===== src/rtl/fetch_ctrl.sv =====
// fetch_ctrl: owns the program counter and sequences instruction fetch.
// Issues requests to instruction memory over a req/ready handshake, holds
// each fetched word for decode until it is consumed, and applies
// branch/jump redirects (with a sticky flag for misaligned targets).

module fetch_ctrl #(
    parameter logic [31:0] RESET_PC = 32'h0000_3000,
    parameter logic [31:0] EXC_PC   = 32'h0000_4180
) (
    input  logic        Clk,
    input  logic        Reset,

    output logic        imem_req,
    output logic [31:0] imem_addr,
    input  logic        imem_ready,
    input  logic [31:0] imem_rdata,

    output logic        instr_valid,
    output logic [31:0] instr,
    output logic [31:0] instr_pc,
    input  logic        stall,

    input  logic        redirect,
    input  logic [31:0] redirect_pc,

    output logic        adel,
    output logic [31:0] pc
);

    typedef enum logic [1:0] {
        BOOT  = 2'd0,
        FETCH = 2'd1,
        HOLD  = 2'd2
    } fetch_state_t;

    fetch_state_t state;

    logic        misaligned;
    logic [31:0] redirect_target;

    // A target that is not word aligned diverts to the exception vector.
    always_comb begin
        misaligned      = (redirect_pc[1:0] != 2'b00);
        redirect_target = misaligned ? EXC_PC : redirect_pc;
    end

    // The request is only ever raised in FETCH and always points at pc,
    // so the memory sees a stable address for the whole request.
    always_comb begin
        imem_req  = (state == FETCH);
        imem_addr = pc;
    end

    // Fetch sequencer: redirect beats ready and stall; reset beats everything.
    always_ff @(posedge Clk) begin
        if (Reset) begin
            state       <= BOOT;
            pc          <= RESET_PC;
            instr_valid <= 1'b0;
            instr       <= 32'h0000_0000;
            instr_pc    <= 32'h0000_0000;
            adel        <= 1'b0;
        end else begin
            case (state)
                BOOT: begin
                    state <= FETCH;
                end

                FETCH: begin
                    if (redirect) begin
                        pc          <= redirect_target;
                        adel        <= adel | misaligned;
                        instr_valid <= 1'b0;
                        state       <= FETCH;
                    end else if (imem_ready) begin
                        instr       <= imem_rdata;
                        instr_pc    <= pc;
                        pc          <= pc + 32'd4;
                        instr_valid <= 1'b1;
                        state       <= HOLD;
                    end
                end

                HOLD: begin
                    if (redirect) begin
                        pc          <= redirect_target;
                        adel        <= adel | misaligned;
                        instr_valid <= 1'b0;
                        state       <= FETCH;
                    end else if (!stall) begin
                        instr_valid <= 1'b0;
                        state       <= FETCH;
                    end
                end

                default: begin
                    state <= BOOT;
                end
            endcase
        end
    end

endmodule


===== config.mk =====
export PLATFORM = sky130hd
export DESIGN_NAME = fetch_ctrl
export DESIGN_NICKNAME = d
export VERILOG_FILES = /design/src/rtl/fetch_ctrl.sv
export SDC_FILE = /design/constraint.sdc
export NUM_CORES = 1
export LEC_CHECK = 0
export CAP_MARGIN = 0
export CORE_MARGIN = 2
export CORE_UTILIZATION = 46
export CTS_CLUSTER_SIZE = 25
export DETAILED_ROUTE_END_ITERATION = 7
export PLACE_DENSITY = 0.86
export SLEW_MARGIN = 20
export SYNTH_ARGS = -nofsm -noshare
export SYNTH_HDL_FRONTEND = slang
export SYNTH_SLANG_ARGS = --single-unit
export TNS_END_PERCENT = 5

===== constraint.sdc =====
create_clock -name Clk -period 4.7 [get_ports Clk]
set_input_delay 0.94 -clock Clk [delete_from_list [all_inputs] [get_ports Clk]]
set_output_delay 0.94 -clock Clk [all_outputs]
set_load 0.01 [all_outputs]

# ---- Yosys cells after proc, flatten, opt, wreduce, memory -nomap -nowiden
# Cells that the tools add are included.
dict set report totals {
  regBits 100
  input_bits 69
  output_inout_bits 131
  elab_cells 38
}
dict set report classes {
  add_sub_neg 1
  n_eq_ne 5
  mux 15
  bitwise_logic 2
  n_reduce_logical 9
}
# op n
set op_table {}
lappend op_table {{2-to-1 mux 32 bit} 4}
lappend op_table {{case mux 32 bit (2 select lines)} 1}
lappend op_table {{adder 32 x 3 -> 32 bit, second input constant} 1}
lappend op_table {{AND reduction 3 bit} 3}
lappend op_table {{2-to-1 mux 2 bit} 4}
lappend op_table {{case mux 2 bit (3 select lines)} 1}
lappend op_table {{2-to-1 mux 1 bit} 4}
lappend op_table {{AND reduction 2 bit} 2}
lappend op_table {{nonzero test 2 bit} 2}
lappend op_table {{inequality test 3 x 1 -> 1 bit, second input constant} 1}
lappend op_table {{inequality test 3 bit, second input constant} 1}
lappend op_table {{== test 2 x 1 -> 1 bit, second input constant} 1}
lappend op_table {{== test 2 bit, second input constant} 1}
lappend op_table {{zero test 2 bit} 1}
lappend op_table {{inequality test 2 bit, second input constant} 1}
lappend op_table {{case mux 1 bit (2 select lines)} 1}
lappend op_table {{OR reduction 2 bit} 1}
lappend op_table {{inverter 1 bit} 1}
lappend op_table {{OR 1 bit} 1}

# ---- Logic depth before layout (Yosys ltp)
dict set report logic_depth {
  word_depth 4
  depth_mapped 11
  depth_no_buf 7
}

# ---- Worst setup path after synthesis
# OpenSTA, ideal clock, no wires.
dict set report synth_path {
  kind {input to register}
  from {in imem_ready}
  to {reg pc[29] (netlist: imem_addr[29])}
  setup_ns 0.079
  arrival_ns 2.107
  required_time_ns 4.621
  path_slack_ns 2.514
  stages 6
  n_path_buf 1
  path_cell_list {nand2b_1 > clkbuf_1 > nand3_1 > nor2_1 > or4b_1 > o211ai_1}
}
dict set report synth_between {
  elab_chain_cells 2
}
# item line
set synth_lines {}
lappend synth_lines {{start, declared} 15} ;# input logic imem_ready,
lappend synth_lines {{inequality test 3 x 1 -> 1 bit (no source line)} n/a}
lappend synth_lines {{AND reduction 3 bit (no source line)} n/a}
lappend synth_lines {{end signal, assigned} 71} ;# pc <= redirect_target;
lappend synth_lines {{end signal, assigned} 78} ;# pc <= pc + 32'd4;
lappend synth_lines {{end signal, assigned} 86} ;# pc <= redirect_target;
lappend synth_lines {{end, declared} 27} ;# output logic [31:0] pc
# Every way passes these cells.
# A chain may end at the register's enable or synchronous reset.

# ---- Final worst setup path
dict set report layout_path {
  from {in redirect}
  to {reg pc[13] (netlist: imem_addr[13])}
}
dict set report layout_between {
  elab_chain_cells 2
  elab_cells_between_ends 5
  cone_classes {eq/ne: 2; mux: 2; reduce/logical: 1}
}
# item line
set layout_lines {}
lappend layout_lines {{start, declared} 23} ;# input logic redirect,
lappend layout_lines {{inequality test 3 x 1 -> 1 bit (no source line), or another cell as far along} n/a}
lappend layout_lines {{AND reduction 3 bit (no source line) or case mux 32 bit (2 select lines) (tied branches)} n/a}
# Parallel ways exist; a longest one is shown, timed or not.

==> results by group <==
Run status
  – Status: finished clean

Final layout
  – Commonest non-fill, non-tap cells in the layout: clkdlybuf4s50_1 (198), nand2_1 (154), dfxtp_1 (100), a21oi_1 (93), nor2_1 (35)
  – Layout net count: 828
  – Layout area overhead: 42.4%
  – Multi-input gate area: 2240 um2
  – Antenna Cells: 0
  – Reg area: 2000 um2
  – Share of layout cells above drive strength 1: 4.08%
  – Most common cell after layout, fill and taps aside: clkdlybuf4s50_1
  – Fill count: 815

Global routing
  – First-pass GRT wire length: 23300 um
  – Largest net degree at the start of global routing: 65
  – Gr ovfl total: 0
  – Total GRT Usage: 26.1%
  – Via count of the first global-routing pass: 4556
  – Initial antenna violation count: 0

Worst setup path
  – Worst path required time: 4960 ps
  – Worst reg2reg path startpoint: state[0]
  – WP depth: 5
  – CP cell instances: clkdlybuf4s50_1 -> and2_1 -> a31o_2 -> o21ai_0 -> a221o_1
  – Worst R2R End: imem_addr[13]
  – Critical Path Source Type: input pin
  – Crit-path leading delay family: compound AO/OA/AOI/OAI gates
  – Crit. End Element: register
  – Setup CP Type: in2reg
  – Crit path largest cell delay: 790 ps
  – Buf+Inv Stages, Crit Path: 1
  – Slowest-stage cell, CP: clkdlybuf4s50_1
  – CP Capture Point: imem_addr[13]
  – R2R cell count: 6
  – CP max FO: 27
  – Crit. Startpoint: redirect
  – Internal reg-to-reg setup slack: 2170 ps
  – Worst EP arrival: 3250 ps

Place
  – GPL Wtd Cong: 0.909
  – Pre-CTS WS: 1330 ps
  – Post-DP HPWL: 10500 um
  – PortBufs: 199

Yosys
  – Async set or reset register ratio after synthesis: 0%
  – Top FF cell, synth: dfxtp_1
  – Area share of fa/ha/maj cells after synthesis: 1.33%
  – Synth Area in Compound Gates: 20.0%
  – Mapped Area: 4690 um2
  – Largest family of logic cells by synthesized area: simple AND/OR/NAND/NOR gates
  – Yosys warns: 0
  – Seq/Total Area, Yosys: 42.7%
  – Avg Inst Size Synth: 7.66 um2
  – XOR/XNOR Fraction of Synth Area: 0%
  – Simple-gate share of the synthesized area: 25.6%
  – Cells after Synth: 612
  – Synth Net Count: 686
  – Post-synth EDFFs: 0
  – Multiplexer share of the synthesized area: 0.641%
  – Count of state elements after synthesis: 100
  – Unique cell type count in the Yosys netlist: 58

STA
  – Max Slew Vio Count: 0
  – Hold slack final: 456 ps
  – Final Worst Setup Slack: 1700 ps
  – Fmax: 334 MHz
  – Headroom to the max-slew limit: 52.4%
  – RSZ-0062 raised after global routing: false
  – Hold Fails Final Rpt: 0
  – Final setup viols: 0
  – Layout Skew: 7.81 ps
  – Setup_tns: 0 ps
  – Tightest Pin Transition: 714 ps
  – Minimum clock period after layout: 3000 ps
  – Crit share post-route: 63.8%

Routing
  – Antenna viol nets, final: 0
  – First drt pass iteration count: 5
  – WL/cell: 16.5 um
  – Drt drc: 0
  – Mean number of vias per cell: 5.54
  – DR vias: 4946
  – Initial drt markers: 414
  – Routed wire length: 14700 um

CTS
  – Clk root buf: clkbuf_8
  – CTS Hold Bufs: 0
  – CTS sink cnt: 100
  – CTS tree: yes
  – Max clock buf depth: 2
  – Skew-Pair Late Insertion Delay: 370 ps
  – Setup bufs post-CTS: 0
  – H-tree levels: 3
  – TritonCTS Buffers: 9
  – Post_cts resized: 0
  – Clk slew on worst S/H paths: 90 ps

Floorplan
  – I/O pin total: 200
  – Full die area: 11000 um2
  – Die Width: 105 um
  – Core area: 9820 um2
  – Chip height: 105 um
  – Starting density of the core: 47.7%
  – FP Rows: 36

Power and ir drop
  – Sw frac: 29.2%
  – Leakage: 2.20 nW
  – PD cells: 288 nW/um2
  – Comb pwr share: 21.4%
  – Final Power: 1.92 mW
  – Peak supply drop: 0.000156 V
  – Clock network fraction of design power: 29.1%
  – Internal power: 1.36 mW
  – Psw: 0.561 mW
  – Flop pwr share: 49.4%

Min path
  – HP Class: reg2reg

Job
  – Max Cap Viol: 0
[area by class of cell]
class / instances / area share [%]
multi-input combinational: 429 / 33.6
timing repair buffer: 205 / 30.5
sequential: 100 / 30.0
tap: 133 / 2.49
clock buffer: 13 / 2.23
clock inverter: 3 / 0.694
inverter: 9 / 0.506
[how the worst min path moves through the flow]
stage	start	to	cells past startpoint
floorplan	state[0]	state[0]	2
global placement	instr[27]	instr[27]	2
detailed placement	instr[18]	instr[18]	2
CTS	instr[18]	instr[18]	2
global route	instr_pc[26]	instr_pc[26]	2
finish	instr[10]	instr[10]	2
[registers in the layout, indices dropped and copies added (netlist names)]
name / count
adel: 1
imem_addr: 32
state: 2
instr_valid: 1
instr: 32
instr_pc: 32
[cells in the mapped netlist (5+ instances only)]
master | n | area (um2)
a21oi_1 | 93 | 465
a221oi_1 | 5 | 43.8
a31oi_1 | 5 | 31.3
and3_1 | 5 | 31.3
buf_2 | 9 | 45.0
buf_4 | 33 | 248
clkbuf_1 | 29 | 109
dfxtp_1 | 100 | 2000
ha_1 | 5 | 62.6
inv_1 | 9 | 33.8
nand2_1 | 154 | 578
nand3_1 | 14 | 70.1
nand4_1 | 10 | 62.6
nor2_1 | 36 | 135
nor3_1 | 13 | 65.1
nor4_1 | 8 | 50.1
o21ai_0 | 13 | 65.1
[kinds of logic after synthesis]
group / after synthesis
DFF: 100
and+or+nand+nor: 266
buffers and inverters: 83
adders and majority gates: 5
muxes: 3
AOI/OAI and AO/OA: 155
[worst min-delay path, stage by stage, from the launching register on]
cell     delay (ps)
dfxtp_1         320
nand2_1          50
a21oi_1          50
[routing by layer]
layer  GRT usage [%]  vias to the layer above  wire length [um]
li1                -                     2381                 -
met1            33.2                     2297              6070
met2            44.3                      237              7320
met3            3.99                       31              1020
met4            10.4                        0               332
met5               0                        -                 0
[power groups by stage]
stage / Combinational (mW) / Clock [mW] / Sequential (mW)
floorplan: 0.217 / 0 / 0.966
global placement: 0.401 / 0 / 0.966
global route: 0.443 / 0.602 / 0.959
finish: 0.413 / 0.561 / 0.951
CTS: 0.412 / 0.568 / 0.950
detailed placement: 0.411 / 0 / 0.969
[through the flow]
stage / std cells / util (%) / cell area (um2)
after global routing: 892 / 68.0 / 6670
after detailed placement: 876 / 66.0 / 6480
after CTS: 892 / 68.0 / 6670
after global placement: 876 / 65.9 / 6470
final: 892 / 68.0 / 6670
after floorplan: 612 / - / 4690
No activity file was read; power rests on OpenSTA's default activity.
